**config.mk**
```make
export PLATFORM = sky130hd
export DESIGN_NAME = pc_fetch
export DESIGN_NICKNAME = d
export VERILOG_FILES = /design/src/rtl/fetch_pkg.sv /design/src/rtl/pc_fetch.sv
export SDC_FILE = /design/constraint.sdc
export NUM_CORES = 1
export LEC_CHECK = 0
export CAP_MARGIN = 20
export CORE_MARGIN = 3
export CORE_UTILIZATION = 40
export CTS_CLUSTER_SIZE = 12
export DETAILED_ROUTE_END_ITERATION = 16
export PLACE_DENSITY_LB_ADDON = 0.12
export SLEW_MARGIN = 20
export SYNTH_ARGS = -nofsm -noshare
export SYNTH_HDL_FRONTEND = slang
export SYNTH_SLANG_ARGS = --single-unit
```
**constraint.sdc**
```tcl
create_clock -name clk -period 2.3 [get_ports clk]
set_clock_uncertainty 0.1 [all_clocks]
set_input_delay 0.69 -clock clk [delete_from_list [all_inputs] [get_ports clk]]
set_output_delay 0.69 -clock clk [all_outputs]
set_load 0.03 [all_outputs]
```
**src/rtl/fetch_pkg.sv**
```systemverilog
// Shared types and constants for the pc_fetch stage.
package fetch_pkg;

  typedef enum logic [1:0] {
    IDLE = 2'd0,
    REQ  = 2'd1,
    WAIT = 2'd2,
    OUT  = 2'd3
  } fetch_state_t;

  localparam logic [31:0] NOP_INSTR            = 32'h0000_0013;
  localparam logic [31:0] DEFAULT_RESET_VECTOR = 32'hBFC0_0000;

endpackage

```
**src/rtl/pc_fetch.sv**
```systemverilog
// Fetch stage: holds the architectural PC, issues one imem read per PC and hands {instr, pc} to decode.
// Optional FETCH_MISALIGN_TRAP_EN: adds fetch_misalign_o and stalls in REQ on a misaligned PC until flush.
//
// state | meaning
// IDLE  | one cycle after reset release, no request yet
// REQ   | request pc_q to imem, waiting for grant
// WAIT  | granted, waiting for rvalid (dropped if kill_q)
// OUT   | instruction held for decode until handshake or flush
module pc_fetch
  import fetch_pkg::*;
#(
  parameter int unsigned           DATA_WIDTH   = 32,
  parameter logic [DATA_WIDTH-1:0] RESET_VECTOR = DATA_WIDTH'(DEFAULT_RESET_VECTOR)
) (
  input  logic                  clk,
  input  logic                  rst_n,
  input  logic [DATA_WIDTH-1:0] next_pc_i,
  input  logic                  flush_i,
  output logic [DATA_WIDTH-1:0] pc_plus4_o,
  output logic                  imem_req_o,
  output logic [DATA_WIDTH-1:0] imem_addr_o,
  input  logic                  imem_gnt_i,
  input  logic                  imem_rvalid_i,
  input  logic [DATA_WIDTH-1:0] imem_rdata_i,
  output logic                  instr_valid_o,
  input  logic                  instr_ready_i,
  output logic [DATA_WIDTH-1:0] instr_o,
`ifdef FETCH_MISALIGN_TRAP_EN
  output logic                  fetch_misalign_o,
`endif
  output logic [DATA_WIDTH-1:0] pc_o
);

  fetch_state_t          state_q, state_d;
  logic [DATA_WIDTH-1:0] pc_q, pc_d;
  logic [DATA_WIDTH-1:0] instr_q, instr_d;
  logic [DATA_WIDTH-1:0] pcout_q, pcout_d;
  logic                  kill_q, kill_d;

`ifdef FETCH_MISALIGN_TRAP_EN
  logic misaligned;
  assign misaligned       = (pc_q[1:0] != 2'b00);
  assign imem_req_o       = (state_q == REQ) && !misaligned;
  assign fetch_misalign_o = (state_q == REQ) && misaligned;
`else
  assign imem_req_o       = (state_q == REQ);
`endif

  assign imem_addr_o   = pc_q;
  assign pc_plus4_o    = pc_q + DATA_WIDTH'(4);
  assign instr_valid_o = (state_q == OUT);
  assign instr_o       = instr_q;
  assign pc_o          = pcout_q;

  always_ff @(posedge clk) begin
    if (!rst_n) begin
      state_q <= IDLE;
      pc_q    <= RESET_VECTOR;
      kill_q  <= 1'b0;
      instr_q <= DATA_WIDTH'(NOP_INSTR);
      pcout_q <= RESET_VECTOR;
    end else begin
      state_q <= state_d;
      pc_q    <= pc_d;
      kill_q  <= kill_d;
      instr_q <= instr_d;
      pcout_q <= pcout_d;
    end
  end

  always_comb begin
    state_d = state_q;
    pc_d    = pc_q;
    kill_d  = kill_q;
    instr_d = instr_q;
    pcout_d = pcout_q;

    unique case (state_q)
      IDLE: state_d = REQ;
      REQ: begin
        // a grant in a flush cycle is still outstanding, so its data must be dropped
        if (imem_req_o && imem_gnt_i) begin
          state_d = WAIT;
          kill_d  = flush_i;
        end
      end
      WAIT: begin
        if (imem_rvalid_i) begin
          if (!kill_q && !flush_i) begin
            instr_d = imem_rdata_i;
            pcout_d = pc_q;
            state_d = OUT;
          end else begin
            state_d = REQ;
          end
          kill_d = 1'b0;
        end else if (flush_i) begin
          kill_d = 1'b1;
        end
      end
      OUT: begin
        if (flush_i) begin
          state_d = REQ;
        end else if (instr_ready_i) begin
          state_d = REQ;
          pc_d    = next_pc_i;
        end
      end
      default: state_d = IDLE;
    endcase

    if (flush_i) pc_d = next_pc_i;

`ifndef FETCH_MISALIGN_TRAP_EN
    pc_d[1:0] = 2'b00;
`endif
  end

endmodule

```
**Yosys cells after proc, flatten, opt, wreduce, memory -nomap -nowiden**

Index checks and enable logic that the tools add are counted.

- Reduce and logical (&&, ||, !) cells: 12
- Equal/unequal tests: 7
- Add/subtract/negate cells: 1
- Multiplexer cells: 13

Operators by type and width:

| cell | count |
|---|---|
| $mux 32 | 3 |
| $add 32x3->32 const B | 1 |
| $mux 2 | 5 |
| $reduce_and 3->1 | 3 |
| $pmux 2 s4 | 1 |
| $reduce_bool 2->1 | 3 |
| $eq 2x2->1 const B | 2 |
| $mux 1 | 3 |
| $ne 3x2->1 const B | 1 |
| $ne 3x3->1 const B | 1 |
| $eq 2x1->1 const B | 1 |
| $logic_and 1x1->1 | 2 |
| $logic_not 1->1 | 2 |
| $logic_not 2->1 | 1 |
| $ne 2x1->1 const B | 1 |
| $ne 2x2->1 const B | 1 |
| $pmux 1 s2 | 1 |
| $reduce_and 2->1 | 1 |

- Logic and storage cells: 39
- Input bits: 70
- Output and inout port bits: 130
- Register bits: 99

**Longest topological paths before layout**

Gate-level depths: netlist (run 1).

- Depth in word-level cells: 5
- Gate-level depth with buffers: 8
- Depth with buffers taken out: 6

**Worst setup path after synthesis (run 1)**

OpenSTA, ideal clock, no wires.

- Kind: register to output
- From: register pc_q[5], in the netlist imem_addr_o[5]
- To: output port pc_plus4_o[19]
- Stages on the path, launching flop included: 5
- Arrival time: 1.952 ns
- Path slack: -0.442 ns
- Cells stage by stage: dfxtp_1 -> nand4_2 -> nor4_4 -> nand4_1 -> xnor2_1

- Word-level cells in the longest chain between the ends: 1

RTL lines:

| element | line | text |
|---|---|---|
| start, declared | pc_fetch.sv:35 | `logic [DATA_WIDTH-1:0] pc_q, pc_d;` |
| start signal, assigned | pc_fetch.sv:64 | `pc_q <= pc_d;` |
| $add 32x3->32 | pc_fetch.sv:50 | `assign pc_plus4_o = pc_q + DATA_WIDTH'(4);` |
| end, declared | pc_fetch.sv:19 | `output logic [DATA_WIDTH-1:0] pc_plus4_o,` |

Every way passes these cells.

**Worst setup path after layout (run 1)**

- From: register pc_q[9], in the netlist imem_addr_o[9]
- To: output port pc_plus4_o[19]

Same word-level chain as after synthesis.

==> impl_metrics.py, run 1 <==
metrics = {
    "worst_setup_path": {
        "cpPeakStageDelay_ps": 360,
        "crit_cells": 7,
        "cpLargestDelayFamily": "simple AND/OR/NAND/NOR gates",
        "endpoint": "pc_plus4_o[19]",
        "cp_num_buf_inv": 3,
        "critical_path_required_ps": 1510,
        "cp_common_cell": "buf_6",
        "path_cells": "nand4_4, nor4_4, buf_6, buf_6, nand4_1, xnor2_2, buf_6",
        "crit_path_end_kind": "output port",
        "cp_slowest_cell": "dfxtp_2",
        "cp-start-kind": "flip-flop",
        "worstSetupPathType": "reg2out",
        "r2r_cells": 8,
        "r2r_end": "pc_o[17]",
        "critPathArrivalTime_ps": 1860,
        "crit_fanout": 6,
        "reg2reg_from": "state_q[0]",
        "worstSetupStartpoint": "imem_addr_o[9]",
        "rrSetupSlack_ps": 530,
    },
    "drt": {
        "vias": 4326,
        "drt_pass1_iterations": 5,
        "wl_mm": 13.5,
        "wl_per_cell_um": 15.3,
        "drc": 0,
        "vias_per_cell": 4.90,
        "antenna_left": 0,
        "drtIter0Drc": 201,
    },
    "clock_network": {
        "cts_root_buf": "clkbuf_8",
        "clock_path_buffers": 2,
        "cts-buffers-inserted": 9,
        "cts_sinks": 95,
        "path_clk_slew_ps": 90,
        "htree_levels": 3,
        "hold_buffers": 0,
        "cts_tree": "done",
        "clk_latency_ps": 360,
    },
    "place": {
        "port_buffers": 191,
        "gp_congestion": 0.873,
        "hpwl_mm": 9.56,
        "place_inst": 858,
    },
    "job": {
        "cap_violations": 0,
    },
    "floorplan": {
        "rows": 36,
        "die_h_um": 106,
        "io_pins": 200,
        "start_util": 0.413,
        "core_um2": 9770,
        "die-area_um2": 11300,
        "die_w_um": 106,
    },
    "finish": {
        "final_common_cell": "nand2_1",
        "layout-drive-gt1-share": 0.248,
        "mostFrequentLayoutCells": "187 x nand2_1, 131 x clkdlybuf4s50_1, 71 x dfxtp_1",
        "nNetsFinal": 818,
        "final_core_utilization": 0.734,
        "diodes": 0,
        "syn2layout_area_growth_pct": 77.8,
        "instances_no_fill": 882,
    },
    "timing": {
        "drv_slew": 0,
        "period_share": 1.15,
        "setup_viol": 23,
        "rsz0062_at_grt": "true",
        "setup_tns_ps": -5810,
        "setup_slack_ps": -350,
        "hold_viol_final": 0,
        "finalCriticalPeriod_ps": 2650,
        "fmax_mhz": 377,
    },
    "yosys": {
        "syn_area_um2": 4030,
        "synth.distinct_cells": 36,
        "yosys_warnings": 0,
        "synth_seq_cells": 95,
        "ys_seq_area_frac": 0.472,
        "syn_inst": 512,
        "synthFlopType": "dfxtp_1",
        "synth_edf_count": 0,
        "avgSynthCellArea_um2": 7.88,
        "async_flop_share": 0,
    },
    "global_routing": {
        "grt-ovfl-total": 0,
        "grt_antenna_before_repair": 0,
        "grt_pass1_wl_mm": 21.1,
        "grt_start_max_net_pins": 49,
        "grt.total_usage": 0.234,
        "grt_pass1_vias": 4331,
    },
    "hold_path": {
        "hold_path.class": "reg2reg",
    },
    "power": {
        "ir_drop_mv": 0.359,
        "power_density_nw_per_um2": 496,
        "p_leak_uw": 0.00303,
    },
    "run_status": {
        "status": "finished, violations left",
        "violations": "negative setup slack",
    },
}
==> per-layer routing <==
| metal | part of all wire | vias to the layer above | routed length (um) | track usage |
|---|---|---|---|---|
| li1 | - | 2117 | - | - |
| met1 | 0.40 | 2031 | 5440 | 0.273 |
| met2 | 0.51 | 158 | 6900 | 0.412 |
| met3 | 0.066 | 20 | 891 | 0.0650 |
| met4 | 0.020 | 0 | 266 | 0.0759 |
| met5 | 0 | - | 0 | 0 |
==> power breakdown <==
| group | switching, uW | leakage [uW] | total (uW) | internal, uW |
|---|---|---|---|---|
| clock | 603 | 0.0000948 | 1040 | 433 |
| combinational | 425 | 0.00215 | 790 | 364 |
| sequential | 39.7 | 0.000784 | 1730 | 1690 |
| total | 1070 | 0.00303 | 3550 | 2490 |
==> final cells by class <==
type | instances | area, um2
clock buffer | 11 | 141
clock inverter | 5 | 38.8
fill | 774 | 2600
inverter | 7 | 26.3
multi-input combinational | 376 | 2370
sequential | 95 | 1970
tap | 133 | 166
timing repair buffer | 255 | 2460
==> logic make-up (layout without fill, tap and decap cells) <==
| family | Yosys count | after routing | share of synthesized area |
|---|---|---|---|
| other | 1 | 6 | 0.000930 |
| AND/OR/NAND/NOR | 257 | 257 | 0.279 |
| flip-flops | 95 | 95 | 0.472 |
| buffers and inverters | 46 | 278 | 0.0537 |
| AO/OA/AOI/OAI | 80 | 80 | 0.119 |
| XOR/XNOR | 28 | 28 | 0.0608 |
| multiplexers | 1 | 1 | 0.00248 |
| adder cells (fa/ha/maj) | 4 | 4 | 0.0124 |
==> through the flow <==
step	instance area (um2)	total power, uW	worst slack (ps)	hold WS (ps)
6_report	7170	3550	-350	358
5_1_grt	7170	3710	-446	378
4_1_cts	7040	3570	-385	360
3_5_place_dp	6650	2540	-60.2	348
3_3_place_gp	6650	2520	-34.5	342
2_1_floorplan	4370	2160	-117	395
==> synth_stat cells, drive strengths merged, types with 2 or more instances <==
cell type,instances,share of area
a211oi,2,0.0037
a21boi,26,0.048
a21oi,48,0.060
and2,3,0.0047
and3,5,0.0081
and4,3,0.0068
buf,17,0.027
clkbuf,22,0.020
dfxtp,95,0.47
ha,4,0.012
inv,7,0.0065
nand2,194,0.18
nand3,28,0.035
nand4,14,0.027
nor2,5,0.0047
xnor2,24,0.052
xor2,4,0.0087
==> registers in the layout (all words and copies together), names as in the netlist <==
register     count
instr_o         32
imem_addr_o     30
pc_o            30
state_q          2
kill_q           1
==> timing repair <==
action                                  4_1_cts  5_1_grt
gates resized for setup                      88       26
buffers inserted                              5        5
pin swaps                                    28       13
endpoints found under the setup margin       55       29
==> tightest hold or removal path, stage by stage, from the launching register on <==
cell and delay [ps]:
dfxtp_1 320, nand2_1 50, a21oi_1 50
==> worst min path at each step <==
stage	from	to	slack (ps)	cells after the start
global route	instr_o[20]	instr_o[20]	380	2
finish	pc_o[15]	pc_o[15]	360	2
detailed placement	instr_o[12]	instr_o[12]	350	2
CTS	instr_o[31]	instr_o[31]	360	2
global placement	instr_o[19]	instr_o[19]	340	2
floorplan	kill_q	kill_q	390	2
Power figures use the tool's default switching activity.
==> run 2, diff against run 1 <==
--- a/config.mk
+++ b/config.mk
@@ -10,7 +10,7 @@
 export CORE_UTILIZATION = 40
 export CTS_CLUSTER_SIZE = 12
 export DETAILED_ROUTE_END_ITERATION = 16
-export PLACE_DENSITY_LB_ADDON = 0.12
+export PLACE_DENSITY = 0.8
 export SLEW_MARGIN = 20
 export SYNTH_ARGS = -nofsm -noshare
 export SYNTH_HDL_FRONTEND = slang
==> run 2 against run 1 <==
Against the previous run: the run still ends with negative setup slack left; critical path depth unchanged; cell count shrank 0.91%; maximum frequency down 1.0%; routed wire length fell by 1.3%; design area decreased by 2.6%; combinational power shrank 2%; clock power up 12%; via count down 0.44%; sequential share of layout area up 0.73 points.
==> impl_metrics.py, run 2 (synthesis gave the netlist of run 1 again) <==
metrics = {
    "floorplan": {
        "die_w_um": 106,
        "start_util": 0.413,
        "rows": 36,
        "die-area_um2": 11300,
        "die_h_um": 106,
        "io_pins": 200,
        "core_um2": 9770,
    },
    "global_routing": {
        "grt_antenna_before_repair": 0,
        "grt_start_max_net_pins": 49,
        "grt_pass1_wl_mm": 21.2,
        "grt_pass1_vias": 4346,
        "grt.total_usage": 0.234,
        "grt-ovfl-total": 0,
    },
    "worst_setup_path": {
        "crit_fanout": 5,
        "worstSetupPathType": "reg2out",
        "cpLargestDelayFamily": "simple AND/OR/NAND/NOR gates",
        "worstSetupStartpoint": "imem_addr_o[4]",
        "crit_path_end_kind": "output port",
        "critPathArrivalTime_ps": 1890,
        "path_cells": "nand4_4, nor4_4, buf_6, buf_12, nand4_1, xnor2_2, buf_6",
        "reg2reg_from": "state_q[0]",
        "crit_cells": 7,
        "cp-start-kind": "flip-flop",
        "rrSetupSlack_ps": 540,
        "r2r_cells": 7,
        "cp_slowest_cell": "dfxtp_4",
        "cpPeakStageDelay_ps": 380,
        "endpoint": "pc_plus4_o[23]",
        "cp_common_cell": "buf_6",
        "r2r_end": "pc_o[20]",
        "critical_path_required_ps": 1510,
        "cp_num_buf_inv": 3,
    },
    "run_status": {
        "violations": "negative setup slack",
        "status": "finished, violations left",
    },
    "finish": {
        "multi_input_area_um2": 2250,
        "final_common_cell": "nand2_1",
        "nNetsFinal": 810,
        "seq_area_um2": 1970,
        "syn2layout_area_growth_pct": 73.2,
        "final_core_utilization": 0.715,
        "instances_no_fill": 874,
        "layout-drive-gt1-share": 0.228,
        "stdcell_area_um2": 6990,
        "num-fill-cells": 759,
        "mostFrequentLayoutCells": "191 x nand2_1, 130 x clkdlybuf4s50_1, 71 x dfxtp_1",
        "diodes": 0,
        "largest_register_ffs": 32,
    },
    "clock_network": {
        "clk_latency_ps": 350,
        "cts_sinks": 95,
        "cts_root_buf": "clkbuf_8",
        "htree_levels": 3,
        "clock_path_buffers": 2,
        "path_clk_slew_ps": 100,
        "cts_tree": "done",
        "cts-buffers-inserted": 9,
    },
    "drt": {
        "vias_per_cell": 4.93,
        "antenna_left": 0,
        "wl_mm": 13.3,
        "drc": 0,
        "wl_per_cell_um": 15.2,
        "drt_pass1_iterations": 5,
        "vias": 4307,
        "drtIter0Drc": 216,
    },
    "place": {
        "port_buffers": 191,
        "place_inst": 853,
        "placed_cell_area_um2": 6640,
        "hpwl_mm": 10.0,
        "gp_congestion": 0.902,
    },
    "timing": {
        "hold_viol_final": 0,
        "period_share": 1.16,
        "setup_viol": 24,
        "fmax_mhz": 374,
        "finalCriticalPeriod_ps": 2680,
        "setup_tns_ps": -6610,
        "drv_slew": 0,
        "setup_slack_ps": -377,
        "rsz0062_at_grt": "true",
    },
    "power": {
        "ir_drop_mv": 0.303,
        "power_density_nw_per_um2": 525,
        "p_leak_uw": 0.00293,
    },
    "job": {
        "cap_violations": 0,
    },
    "hold_path": {
        "holdPathStages": 2,
        "hold_path.class": "reg2reg",
    },
}
## run 2: cell count changes in the layout (fill, tap and decap cells not counted), moves of 2 or more
cell / previous run / this run
buf_6: 38 / 23
buf_4: 51 / 55
nand2_1: 187 / 191
nand2_4: 5 / 1
nand3_4: 4 / 0
buf_12: 3 / 6
inv_6: 1 / 4
nand3_1: 22 / 25
clkinv_4: 2 / 0
dlygate4sd2_1: 29 / 31
inv_4: 2 / 0
nor2_4: 2 / 0
xnor2_4: 8 / 6
## run 2: cell type report
cell class,count,share of cell area
clock buffers,9,0.0177
inverters,7,0.00376
flip-flops and latches,95,0.282
clock inverters,7,0.0116
multi-input cells,376,0.322
well taps,133,0.0238
repair buffers,247,0.340
## run 2: metrics by stage
step | hold slack, ps | worst slack, ps | total power, uW
after global placement | 342 | -32.7 | 2530
final | 359 | -377 | 3670
after detailed placement | 346 | -37.4 | 2540
after CTS | 361 | -381 | 3690
after floorplan | 395 | -117 | 2160
after global routing | 379 | -472 | 3820
## run 2: power breakdown
part           switching, uW  internal (uW)
registers               39.3           1690
logic                    417            359
clock network            637            525
## run 2: tightest hold or removal path: cells and delay by family, from the launching register on
family | cells | cell delay (ps)
AO/OA/AOI/OAI | 1 | 50
flip-flops | 1 | 320
AND/OR/NAND/NOR | 1 | 50
## run 2: layer usage
layer | global-route usage | wire length [um]
met4 | 0.0786 | 261
met1 | 0.261 | 5360
met2 | 0.436 | 6890
met5 | 0 | 0
met3 | 0.0528 | 813
## run 2: repair_timing
| item | in CTS | in global routing |
|---|---|---|
| hold buffers | 0 | 0 |
| endpoints found under the setup margin | 55 | 27 |
| setup buffers | 4 | 1 |
| gates resized for setup | 61 | 9 |
| cloned | 0 | 0 |
| pin swaps | 12 | 8 |
## run 2: worst min-delay path by stage
stage	startpoint	to	slack (ps)
global placement	instr_o[2]	instr_o[2]	340
detailed placement	pc_o[30]	pc_o[30]	350
global route	instr_o[5]	instr_o[5]	380
CTS	pc_o[30]	pc_o[30]	360
finish	pc_o[30]	pc_o[30]	360
floorplan	kill_q	kill_q	390
